## config.mk

```make
export PLATFORM = sky130hd
export DESIGN_NAME = ifu_fetch_ctrl_flat
export DESIGN_NICKNAME = d
export VERILOG_FILES = /design/src/rtl/ifu_pkg.sv /design/src/rtl/ifu_fetch_ctrl_if.sv /design/src/rtl/ifu_perf_cnt.sv /design/src/rtl/ifu_fetch_ctrl.sv /design/src/flat_wrapper.sv
export SDC_FILE = /design/constraint.sdc
export NUM_CORES = 1
export LEC_CHECK = 0
export BUFFER_PORTS_ARGS = -buffer_cell sky130_fd_sc_hd__buf_2
export CAP_MARGIN = 20
export CORE_MARGIN = 4
export CORE_UTILIZATION = 47
export DETAILED_ROUTE_END_ITERATION = 10
export PLACE_DENSITY = 0.83
export SLEW_MARGIN = 20
export SYNTH_ARGS = -nofsm -noshare
export SYNTH_HDL_FRONTEND = slang
export SYNTH_SLANG_ARGS = --single-unit
```

## constraint.sdc

```tcl
create_clock -name clk -period 2.3 [get_ports clk]
set_clock_uncertainty 0.2 [all_clocks]
set_input_delay 0.23 -clock clk [delete_from_list [all_inputs] [get_ports clk]]
set_output_delay 0.23 -clock clk [all_outputs]
set_load 0.005 [all_outputs]
```

## src/rtl/ifu_pkg.sv

```systemverilog
// Shared types and constants for the instruction fetch unit.
package ifu_pkg;

  localparam logic [31:0] IFU_RESET_PC   = 32'h8000_0000;
  localparam logic [1:0]  IFU_ALIGN_MASK = 2'b11;

  typedef enum logic [2:0] {
    REQ      = 3'd0,
    WAIT_RSP = 3'd1,
    HOLD     = 3'd2,
    WAIT_WB  = 3'd3,
    ERR      = 3'd4
  } ifu_state_t;

  // Instructions are word aligned; any low address bit set is a fault.
  function automatic logic ifu_misaligned(input logic [1:0] lsb);
    return (lsb & IFU_ALIGN_MASK) != 2'b00;
  endfunction

endpackage

```

## src/rtl/ifu_fetch_ctrl_if.sv

```systemverilog
// Fetch bus bundle: memory request/response and the decode-side handshake.
interface ifu_fetch_ctrl_if #(
  parameter int XLEN = 32
) ();
  logic            req_valid;
  logic            req_ready;
  logic [XLEN-1:0] req_addr;
  logic            rsp_valid;
  logic            rsp_ready;
  logic [XLEN-1:0] rsp_data;
  logic            rsp_err;
  logic            out_valid;
  logic            out_ready;
  logic [XLEN-1:0] out_inst;
  logic [XLEN-1:0] out_pc;

  modport master (
    output req_valid, req_addr, rsp_ready, out_valid, out_inst, out_pc,
    input  req_ready, rsp_valid, rsp_data, rsp_err, out_ready
  );

  modport slave (
    input  req_valid, req_addr, rsp_ready, out_valid, out_inst, out_pc,
    output req_ready, rsp_valid, rsp_data, rsp_err, out_ready
  );
endinterface

```

## src/rtl/ifu_perf_cnt.sv

```systemverilog
// Single saturating 32-bit event counter.
module ifu_perf_cnt (
  input  logic        gclk,
  input  logic        grst_n,
  input  logic        inc,
  output logic [31:0] cnt
);
  always_ff @(posedge gclk or negedge grst_n) begin
    if (!grst_n)
      cnt <= '0;
    else if (inc && (cnt != 32'hFFFF_FFFF))
      cnt <= cnt + 32'd1;
  end
endmodule

```

## src/rtl/ifu_fetch_ctrl.sv

```systemverilog
// Multi-cycle fetch FSM: one instruction in flight, next PC taken from write-back.
// Optional performance counters under IFU_PERF_CNT_EN.
module ifu_fetch_ctrl
  import ifu_pkg::*;
#(
  parameter int              XLEN     = 32,
  parameter logic [XLEN-1:0] RESET_PC = XLEN'(IFU_RESET_PC)
) (
  input  logic               clk,
  input  logic               rst,
  ifu_fetch_ctrl_if.master   bus,
  input  logic               wb_valid,
  input  logic [XLEN-1:0]    wb_dnpc,
  output logic [XLEN-1:0]    pc,
  output logic               fetch_err
`ifdef IFU_PERF_CNT_EN
  ,
  output logic [31:0]        perf_fetch_cnt,
  output logic [31:0]        perf_stall_cnt
`endif
);

  ifu_state_t      state;
  logic [XLEN-1:0] inst_q;
  logic [XLEN-1:0] inst_pc_q;

  always_ff @(posedge clk or negedge rst) begin
    if (!rst) begin
      state     <= REQ;
      pc        <= RESET_PC;
      inst_q    <= '0;
      inst_pc_q <= '0;
      fetch_err <= 1'b0;
    end else begin
      case (state)
        REQ:
          if (bus.req_ready) state <= WAIT_RSP;
        WAIT_RSP:
          if (bus.rsp_valid) begin
            if (bus.rsp_err) begin
              fetch_err <= 1'b1;
              state     <= ERR;
            end else begin
              inst_q    <= bus.rsp_data;
              inst_pc_q <= pc;
              state     <= HOLD;
            end
          end
        HOLD:
          if (bus.out_ready) state <= WAIT_WB;
        WAIT_WB:
          if (wb_valid) begin
            pc <= wb_dnpc;
            if (ifu_misaligned(wb_dnpc[1:0])) begin
              fetch_err <= 1'b1;
              state     <= ERR;
            end else begin
              state     <= REQ;
            end
          end
        ERR:     state <= ERR;
        default: state <= ERR;
      endcase
    end
  end

  // Handshakes are decoded from state, but forced low while reset is held.
  assign bus.req_valid = rst && (state == REQ);
  assign bus.rsp_ready = rst && (state == WAIT_RSP);
  assign bus.out_valid = rst && (state == HOLD);
  assign bus.req_addr  = pc;
  assign bus.out_inst  = inst_q;
  assign bus.out_pc    = inst_pc_q;

`ifdef IFU_PERF_CNT_EN
  logic fetch_evt;
  logic stall_evt;

  assign fetch_evt = (state == WAIT_RSP) && bus.rsp_valid && !bus.rsp_err;
  assign stall_evt = ((state == REQ) && !bus.req_ready) ||
                     ((state == WAIT_RSP) && !bus.rsp_valid);

  ifu_perf_cnt u_fetch_cnt (
    .gclk   (clk),
    .grst_n (rst),
    .inc    (fetch_evt),
    .cnt    (perf_fetch_cnt)
  );

  ifu_perf_cnt u_stall_cnt (
    .gclk   (clk),
    .grst_n (rst),
    .inc    (stall_evt),
    .cnt    (perf_stall_cnt)
  );
`endif

endmodule

```

## src/flat_wrapper.sv

```systemverilog
// flat-port wrapper written by rule: the top's interface ports become plain ports
module ifu_fetch_ctrl_flat import ifu_pkg::*;
#(
  parameter int              XLEN     = 32,
  parameter logic [XLEN-1:0] RESET_PC = XLEN'(IFU_RESET_PC)
)
  (clk, rst, wb_valid, wb_dnpc, pc, fetch_err, bus_req_valid, bus_req_addr, bus_rsp_ready, bus_out_valid, bus_out_inst, bus_out_pc, bus_req_ready, bus_rsp_valid, bus_rsp_data, bus_rsp_err, bus_out_ready);
  ifu_fetch_ctrl_if #(.XLEN(XLEN)) bus_i ();
  input  logic clk;
  input  logic rst;
  input  logic wb_valid;
  input  logic [XLEN-1:0] wb_dnpc;
  output logic [XLEN-1:0] pc;
  output logic fetch_err;
  output wire logic [$bits(bus_i.req_valid)-1:0] bus_req_valid;
  output wire logic [$bits(bus_i.req_addr)-1:0] bus_req_addr;
  output wire logic [$bits(bus_i.rsp_ready)-1:0] bus_rsp_ready;
  output wire logic [$bits(bus_i.out_valid)-1:0] bus_out_valid;
  output wire logic [$bits(bus_i.out_inst)-1:0] bus_out_inst;
  output wire logic [$bits(bus_i.out_pc)-1:0] bus_out_pc;
  input wire logic [$bits(bus_i.req_ready)-1:0] bus_req_ready;
  input wire logic [$bits(bus_i.rsp_valid)-1:0] bus_rsp_valid;
  input wire logic [$bits(bus_i.rsp_data)-1:0] bus_rsp_data;
  input wire logic [$bits(bus_i.rsp_err)-1:0] bus_rsp_err;
  input wire logic [$bits(bus_i.out_ready)-1:0] bus_out_ready;
  assign bus_req_valid = bus_i.req_valid;
  assign bus_req_addr = bus_i.req_addr;
  assign bus_rsp_ready = bus_i.rsp_ready;
  assign bus_out_valid = bus_i.out_valid;
  assign bus_out_inst = bus_i.out_inst;
  assign bus_out_pc = bus_i.out_pc;
  assign bus_i.req_ready = bus_req_ready;
  assign bus_i.rsp_valid = bus_rsp_valid;
  assign bus_i.rsp_data = bus_rsp_data;
  assign bus_i.rsp_err = bus_rsp_err;
  assign bus_i.out_ready = bus_out_ready;
  ifu_fetch_ctrl #(.XLEN(XLEN), .RESET_PC(RESET_PC)) u_core (.clk(clk), .rst(rst), .bus(bus_i), .wb_valid(wb_valid), .wb_dnpc(wb_dnpc), .pc(pc), .fetch_err(fetch_err));
endmodule
```

==> results of run 1 <==
-- cell families (layout without fill, tap and decap cells) --
kind of cell / count (synthesis) / count (layout) / share of synthesized area (%)
DFF: 100 / 100 / 57.7
buffers and inverters: 44 / 289 / 9.26
and+or+nand+nor: 15 / 15 / 3.09
AOI/OAI and AO/OA: 3 / 3 / 0.577
muxes: 97 / 97 / 29.4
-- sequential cells by signal (all words and copies together) (netlist names) --
| register | flops |
|---|---|
| u_core.fetch_err | 1 |
| u_core.bus.out_pc | 32 |
| u_core.bus.out_inst | 32 |
| u_core.state | 3 |
| u_core.bus.req_addr | 32 |
-- tightest hold or removal path, stage by stage --
cell and delay [ns]:
buf_2 0.08, mux2i_1 0.07, o31ai_1 0.18
-- synth_stat cells, drive strengths merged --
cell type / number
dfrtp: 99
mux2: 96
buf: 43
nand2: 2
nand2b: 2
nand3: 2
nor4bb: 2
or2: 2
a2111oi: 1
a31o: 1
and2b: 1
dfstp: 1
inv: 1
mux2i: 1
nor2: 1
nor3: 1
nor3b: 1
nor4b: 1
o31ai: 1
-- routing by layer --
| layer | vias up | global-route usage, % | part of all wire [%] |
|---|---|---|---|
| met5 | - | 0 | 0 |
| met1 | 1493 | 23.9 | 39 |
| met2 | 154 | 37.6 | 53 |
| met3 | 4 | 8.01 | 7.8 |
| met4 | 0 | 4.84 | 0.64 |
| li1 | 1345 | - | - |
-- where the power goes --
group / switching (W) / internal [W]
Combinational: 0.000606 / 0.00108
Sequential: 0.000382 / 0.00229
Clock: 0.000636 / 0.000554
Total: 0.00162 / 0.00393
-- cell type report --
class | instances | share of cell area [%]
flip-flops and latches | 100 | 41.5
repair buffers | 272 | 28.8
multi-input cells | 115 | 23.8
clock buffers | 10 | 2.28
well taps | 108 | 2.24
clock inverters | 6 | 1.35
inverters | 1 | 0.0622
-- final timing paths --
path / start / to / depth (start not counted)
setup reg to reg: u_core.state[1] / u_core.bus.out_pc[21] / 4
setup / recovery: u_core.state[1] / u_core.bus.out_pc[21] / 4
max in group asynchronous: rst / u_core.bus.req_addr[20] / 3
min in group asynchronous: rst / u_core.state[1] / 2
hold / removal: bus_req_ready / u_core.state[0] / 3
hold reg to reg: u_core.fetch_err / u_core.fetch_err / 1
-- stage by stage --
| step | power, W | cells | hold slack, ns | setup WS (ns) |
|---|---|---|---|---|
| 2_1_floorplan | 0.00351 | 259 | -0.266 | 0.566 |
| 3_3_place_gp | 0.00418 | 530 | -0.158 | 0.378 |
| 3_5_place_dp | 0.00426 | 530 | -0.153 | 0.324 |
| 4_1_cts | 0.00555 | 612 | 0.0184 | 0.298 |
| 5_1_grt | 0.00586 | 612 | 0.0323 | 0.238 |
| 6_report | 0.00555 | 612 | 0.0428 | 0.304 |
-- repair_timing --
action,CTS,global route
endpoints found under the hold margin,164,0
setup endpoints to repair,0,0
hold buffers,66,0
==> results.sh, run 1 <==
export IMPL_rsz0062_at_grt="no"
export IMPL_worst_pin_slew_ns=0.483
export IMPL_syn_area_um2=4340
export IMPL_fp_dieW_um=104
export IMPL_hold_class="in2reg"
export IMPL_rrSetupSlack_ns=0.30
export IMPL_grt_max_degree=99
export IMPL_path_class="reg2reg"
export IMPL_core_um2=8850
export IMPL_multi_input_area_um2=1430
export IMPL_drt_iter0_markers=77
export IMPL_cts_tree="yes"
export IMPL_vias=2996
export IMPL_first_pass_iters=4
export IMPL_crit_path_start_kind="flip-flop"
export IMPL_drtAntennaViolNets=0
export IMPL_root_buffer="clkbuf_8"
export IMPL_cp_end_kind="flip-flop"
export IMPL_gp_congestion=0.797
export IMPL_overflow=0
export IMPL_die_y_um=104
export IMPL_start_util_pct=49.0
export IMPL_port_buffer_count=202
export IMPL_hold_viol=0
export IMPL_grt_antenna_before_repair=0
export IMPL_critPathSlowestCell="dfrtp_1"
export IMPL_wire_per_inst_um=18.0
export IMPL_cts_max_path_buffers=2
export IMPL_yosysWarnings=0
export IMPL_tns_ns=0
export IMPL_areaGrowthSynthToFinish_pct=39.1
export IMPL_clkTransAtPathRegs_ns=0.10
export IMPL_min_period_ns=2.00
export IMPL_dieArea_um2=10800
export IMPL_final_cell_area_um2=6040
export IMPL_postCtsResizedCells=0
export IMPL_nFillCells=619
export IMPL_synth_top_cell_by_area="dfrtp_1"
export IMPL_fin_util_pct=68.2
export IMPL_syn_inst=259
export IMPL_via_per_inst=4.90
export IMPL_cts_sinks=100
export IMPL_mostFrequentLayoutCells="buf_2, dfrtp_1, dlygate4sd3_1, mux2_4, mux2_2"
export IMPL_peakVddDrop_uv=498
export IMPL_drv_cap=0
export IMPL_status="finished clean"
export IMPL_post_cts_buffers=0
export IMPL_worstPathCellList="nand2b_4 -> nor3_4 -> buf_12 -> mux2_4"
export IMPL_powerDensity_nw_per_um2=919
export IMPL_ys_top_cells_by_area="dfrtp_1, mux2_4, mux2_2"
export IMPL_synth_seq_cells=100
export IMPL_timing_critical_path_arrival_ns=2.04
export IMPL_post_dp_cell_area_um2=5160
export IMPL_clkLatencyLatePin_ns=0.35
export IMPL_layout_commonest_cell="buf_2"
export IMPL_worst_path_max_fanout=30
export IMPL_worstPathRequired_ns=2.35
export IMPL_synthDistinctLibCells=26
export IMPL_io_pins=203
export IMPL_cp_slowest_stage_delay_ns=0.51
export IMPL_period_share_pct=86.8
export IMPL_dpl_hpwl_um=6980
export IMPL_diodes=0
export IMPL_rows=34
export IMPL_final_seq_area_um2=2500
export IMPL_grt_pass1_wl_um=18000
export IMPL_fin_nets=570
export IMPL_setup_viol=0
export IMPL_drive_gt1_share_pct=62.7
export IMPL_grt_total_usage_pct=21.1
export IMPL_ys_seq_area_share_pct=57.7
export IMPL_cpLargestDelayFamily="simple AND/OR/NAND/NOR gates"
export IMPL_critPathBufInv=1
export IMPL_synth_top_area_share_pct=57.1
export IMPL_synth_fp_nets=330
export IMPL_wirelength_um=11000
export IMPL_leakage_nw=3.33
export IMPL_fmax_ghz=0.501
export IMPL_slew_headroom_pct=66.9
export IMPL_maxSlewViolCount=0
export IMPL_drc=0
export IMPL_h_tree_depth=3
export IMPL_cts_buffers=9
export IMPL_first_global_vias=3368
export IMPL_postSynthAreaPerCell_um2=16.8
Note: power is estimated with default switching activity, not from simulation.
==> run 2: changes to the inputs <==
- clock period: 2.3 -> 1.84 ns (I/O delays scaled with it)
==> run 2 against run 1 <==
Maximum frequency is 12% higher. Critical endpoint is now u_core.bus.out_pc[16]. Critical path depth up 1. Clock power grew 9%. Count of clock-buffer cells in the layout shrank 1. Global-route usage rose by 0.43 points. Utilization grew 2.0 points. Routed wire length grew 5.9%. Largest power group unchanged. Non-clock buffer count up 17.
==> results.sh, run 2 (same netlist as run 1, synthesis figures left out) <==
export IMPL_critPathBufInv=2
export IMPL_grt_antenna_before_repair=0
export IMPL_overflow=0
export IMPL_worstPathCellList="nand2b_4 -> nor3_4 -> buf_12 -> buf_12 -> mux2_4"
export IMPL_whs_endpoint="u_core.state[1]"
export IMPL_clkTransAtPathRegs_ns=0.10
export IMPL_io_pins=203
export IMPL_rrSetupSlack_ns=0.06
export IMPL_rsz0062_at_grt="yes"
export IMPL_hold_class="in2reg"
export IMPL_reg2reg_depth=5
export IMPL_maxSlewViolCount=0
export IMPL_root_buffer="clkbuf_8"
export IMPL_timing_critical_path_arrival_ns=1.81
export IMPL_drc=0
export IMPL_r2r_end="u_core.bus.out_pc[16]"
export IMPL_cts_tree="yes"
export IMPL_wire_per_inst_um=18.6
export IMPL_vias=3038
export IMPL_clkLatencyLatePin_ns=0.35
export IMPL_diodes=0
export IMPL_drive_gt1_share_pct=63.5
export IMPL_crit_top_cell="buf_12"
export IMPL_wirelength_um=11700
export IMPL_fin_util_pct=70.3
export IMPL_slew_headroom_pct=64.5
export IMPL_dp_cells=539
export IMPL_dieArea_um2=10800
export IMPL_setup_viol=0
export IMPL_die_y_um=104
export IMPL_fmax_ghz=0.562
export IMPL_fin_nets=587
export IMPL_port_buffer_count=202
export IMPL_cp_slowest_stage_delay_ns=0.40
export IMPL_drv_cap=0
export IMPL_min_period_ns=1.78
export IMPL_worstPathRequired_ns=1.87
export IMPL_rows=34
export IMPL_period_share_pct=96.7
export IMPL_layout_commonest_cell="buf_2"
export IMPL_fp_dieW_um=104
export IMPL_leakage_nw=3.42
export IMPL_crit_path_start_kind="flip-flop"
export IMPL_cp_end_kind="flip-flop"
export IMPL_critPathSlowestCell="dfrtp_1"
export IMPL_areaGrowthSynthToFinish_pct=43.3
export IMPL_worst_path_max_fanout=14
export IMPL_drt_iter0_markers=122
export IMPL_final_seq_area_um2=2500
export IMPL_cts_buffers=9
export IMPL_start_util_pct=49.0
export IMPL_hold_viol=0
export IMPL_cpLargestDelayFamily="flip-flops"
export IMPL_peakVddDrop_uv=570
export IMPL_hold_start="bus_rsp_err"
export IMPL_worst_pin_slew_ns=0.519
export IMPL_first_pass_iters=4
export IMPL_crit_path_start="u_core.state[2]"
export IMPL_grt_total_usage_pct=21.5
export IMPL_grt_max_degree=98
export IMPL_cts_sinks=100
export IMPL_status="finished clean"
export IMPL_first_global_vias=3407
export IMPL_powerDensity_nw_per_um2=1100
export IMPL_via_per_inst=4.83
export IMPL_nFillCells=611
export IMPL_multi_input_area_um2=1450
export IMPL_final_cell_count_no_fill=629
export IMPL_reg2reg_from="u_core.state[2]"
export IMPL_h_tree_depth=3
export IMPL_grt_pass1_wl_um=18700
export IMPL_core_um2=8850
export IMPL_drtAntennaViolNets=0
export IMPL_hold_path_depth=3
export IMPL_cts_max_path_buffers=2
export IMPL_gp_congestion=0.758
export IMPL_path_class="reg2reg"
export IMPL_mostFrequentLayoutCells="buf_2, dfrtp_1, dlygate4sd3_1, mux2_4, mux2_2"
export IMPL_dpl_hpwl_um=7460
run 2: cell count changes in the layout (fill, tap and decap cells not counted), sizes merged:
cell and delta:
clkbuf -1, dlygate4sd3 +5, inv +2, bufinv -1, buf +12
run 2: worst max-delay path by stage:
stage / end / slack, ns / cells past startpoint
finish: u_core.bus.out_pc[16] / 0.06 / 5
global route: u_core.bus.out_inst[15] / -0.02 / 5
CTS: bus_req_valid / 0.005 / 3
detailed placement: u_core.bus.out_pc[17] / 0.05 / 5
global placement: u_core.bus.out_pc[30] / 0.11 / 5
floorplan: u_core.bus.out_inst[0] / 0.11 / 6
run 2: where the power goes:
group	total (W)	switching [W]	internal [W]
clock	0.00130	0.000784	0.000515
combinational	0.00220	0.000797	0.00141
sequential	0.00333	0.000465	0.00286
total	0.00683	0.00205	0.00478
run 2: stage by stage:
step	TNS (ns)	hold slack, ns	area, um^2	total power (W)	setup WS [ns]
after detailed placement	0	-0.189	5290	0.00538	0.0467
after global placement	0	-0.192	5290	0.00526	0.115
after floorplan	0	-0.312	4340	0.00439	0.106
after global routing	-0.0713	0.0180	6220	0.00722	-0.0167
after CTS	0	0.0162	6160	0.00683	0.00519
final	0	0.0424	6220	0.00683	0.0600
run 2: metal layers:
layer / vias up / global-route usage (%) / wire length, um
li1: 1371 / - / -
met1: 1515 / 23.3 / 4470
met2: 140 / 40.9 / 6330
met3: 12 / 5.96 / 727
met4: 0 / 5.70 / 139
met5: - / 0 / 0
run 2: repair_timing:
| item | CTS | global route |
|---|---|---|
| gates resized for setup | 0 | 3 |
| endpoints found under the hold margin | 165 | 2 |
| buffers inserted | 0 | 3 |
| hold buffers | 69 | 2 |
| setup endpoints to repair | 0 | 17 |
run 2: worst reg2reg max path: cells and delay by family (launching register included):
kind                   cells  cell delay, ns
and+or+nand+nor            2            0.38
buffers and inverters      2            0.37
DFF                        1            0.40
muxes                      1            0.31
run 2: area by class of cell:
type,instances,area share (%)
sequential,100,40.3
timing repair buffer,289,31.3
multi-input combinational,115,23.3
tap,108,2.17
clock buffer,9,1.99
clock inverter,7,0.906
inverter,1,0.0604
==> run 3: changes to the inputs <==
- PLACE_DENSITY: 0.83 -> 0.89
- SLEW_MARGIN: 20 -> 10
==> run 3 against run 2 <==
The run now ends with hold timing left. Clock power rose by 15%. Worst setup slack improved by 0.015 ns. Sequential power about the same. Routed wire length is 2.8% lower. Critical endpoint is now u_core.bus.out_inst[15]. Largest cell class unchanged.
==> results.sh, run 3 (same netlist as run 1, synthesis figures left out) <==
export IMPL_critPathSlowestCell="dfrtp_1"
export IMPL_areaGrowthSynthToFinish_pct=43.9
export IMPL_period_share_pct=95.9
export IMPL_final_cell_count_no_fill=622
export IMPL_slew_headroom_pct=41.4
export IMPL_dpl_hpwl_um=7050
export IMPL_critPathBufInv=2
export IMPL_gp_congestion=0.761
export IMPL_drtAntennaViolNets=0
export IMPL_final_seq_area_um2=2500
export IMPL_drc=0
export IMPL_powerDensity_nw_per_um2=1120
export IMPL_rows=34
export IMPL_cts_tree="yes"
export IMPL_drt_iter0_markers=74
export IMPL_cpLargestDelayFamily="flip-flops"
export IMPL_drive_gt1_share_pct=63.2
export IMPL_worst_path_max_fanout=14
export IMPL_crit_path_start_kind="flip-flop"
export IMPL_path_class="reg2reg"
export IMPL_maxSlewViolCount=0
export IMPL_clkTransAtPathRegs_ns=0.09
export IMPL_grt_max_degree=84
export IMPL_reg2reg_from="u_core.state[2]"
export IMPL_die_y_um=104
export IMPL_vias=3083
export IMPL_worstPathRequired_ns=1.88
export IMPL_clkLatencyLatePin_ns=0.35
export IMPL_wire_per_inst_um=18.2
export IMPL_via_per_inst=4.96
export IMPL_hold_class="in2async"
export IMPL_wirelength_um=11300
export IMPL_hold_viol=16
export IMPL_violations="hold timing"
export IMPL_grt_total_usage_pct=21.0
export IMPL_rsz0062_at_grt="yes"
export IMPL_io_pins=203
export IMPL_fin_nets=581
export IMPL_grt_pass1_wl_um=18200
export IMPL_overflow=0
export IMPL_grt_antenna_before_repair=0
export IMPL_peakVddDrop_uv=688
export IMPL_mostFrequentLayoutCells="buf_2, dfrtp_1, dlygate4sd3_1, mux2_4, mux2_2"
export IMPL_drv_cap=0
export IMPL_cts_sinks=100
export IMPL_leakage_nw=3.41
export IMPL_multi_input_area_um2=1450
export IMPL_cp_slowest_stage_delay_ns=0.40
export IMPL_cts_max_path_buffers=2
export IMPL_crit_cells=5
export IMPL_dieArea_um2=10800
export IMPL_start_util_pct=49.0
export IMPL_layout_commonest_cell="buf_2"
export IMPL_post_place_ws_ns=-0.0203
export IMPL_hold_ws_ns=-0.0412
export IMPL_worstPathCellList="nand2b_4 -> nor3_4 -> buf_12 -> clkbuf_16 -> mux2_4"
export IMPL_fp_dieW_um=104
export IMPL_h_tree_depth=3
export IMPL_dp_cells=533
export IMPL_first_global_vias=3441
export IMPL_setup_viol=0
export IMPL_worst_pin_slew_ns=0.880
export IMPL_status="finished, violations left"
export IMPL_diodes=0
export IMPL_core_um2=8850
export IMPL_setup_slack_ns=0.0751
export IMPL_cp_end_kind="flip-flop"
export IMPL_fin_util_pct=70.6
export IMPL_crit_path_start="u_core.state[2]"
export IMPL_first_pass_iters=4
export IMPL_p_total_w=0.00699
export IMPL_min_period_ns=1.76
export IMPL_nFillCells=617
export IMPL_root_buffer="clkbuf_8"
export IMPL_reg2reg_depth=5
export IMPL_timing_critical_path_arrival_ns=1.81
export IMPL_port_buffer_count=202
export IMPL_cts_buffers=9
export IMPL_fmax_ghz=0.567
run 3: cell types whose count changed in the layout (fill, tap and decap cells not counted), sizes merged:
| cell | change |
|---|---|
| clkinv | -3 |
| bufinv | +2 |
| dlygate4sd3 | -3 |
| buf | -6 |
| clkbuf | +4 |
| clkinvlp | +2 |
| inv | -4 |
| dlymetal6s4s | +1 |
run 3: worst register-to-register path, stage by stage, from the launching register on:
cell and delay (ns):
dfrtp_1 0.40, nand2b_4 0.16, nor3_4 0.20, buf_12 0.18, clkbuf_16 0.21, mux2_4 0.32
run 3: final timing paths:
| check | slack (ns) | endpoint |
|---|---|---|
| setup / recovery | 0.08 | u_core.bus.out_inst[15] |
| hold / removal | -0.04 | u_core.state[0] |
| setup reg to reg | 0.08 | u_core.bus.out_inst[15] |
| hold reg to reg | 0.29 | u_core.fetch_err |
| max in group asynchronous | 0.56 | u_core.bus.req_addr[29] |
| min in group clk | 0.16 | u_core.fetch_err |
run 3: metal layers:
metal	vias up	GRT usage (%)	share of wire (%)
met4	0	4.65	1.3
li1	1363	-	-
met2	127	40.7	56
met3	14	6.89	5.8
met5	-	0	0
met1	1579	21.9	37
run 3: cell type report:
cell class / instances / share of cell area [%]
Sequential cell: 100 / 40.1
Timing Repair Buffer: 283 / 31.1
Multi-Input combinational cell: 115 / 23.3
Tap cell: 108 / 2.16
Clock buffer: 11 / 2.10
Clock inverter: 4 / 1.20
Inverter: 1 / 0.0601
run 3: power breakdown:
group	internal, W	total, W	switching, W	leakage, nW
combinational	0.00140	0.00217	0.000774	2.00
sequential	0.00287	0.00333	0.000462	1.32
clock	0.000761	0.00149	0.000731	0.0956
total	0.00502	0.00699	0.00197	3.41
run 3: per-stage QoR:
step / instance area [um^2] / TNS, ns
4_1_cts: 6140 / 0
2_1_floorplan: 4340 / 0
5_1_grt: 6240 / -0.175
3_5_place_dp: 5200 / -0.0577
3_3_place_gp: 5200 / 0
6_report: 6240 / 0
run 3: repair_timing:
item / 4_1_cts / 5_1_grt
gates resized for setup: 0 / 9
buffers inserted: 1 / 1
endpoints found under the hold margin: 165 / 1
hold buffers: 68 / 1
pin swaps: 1 / 1
endpoints found under the setup margin: 10 / 72
gates cloned: 1 / 2
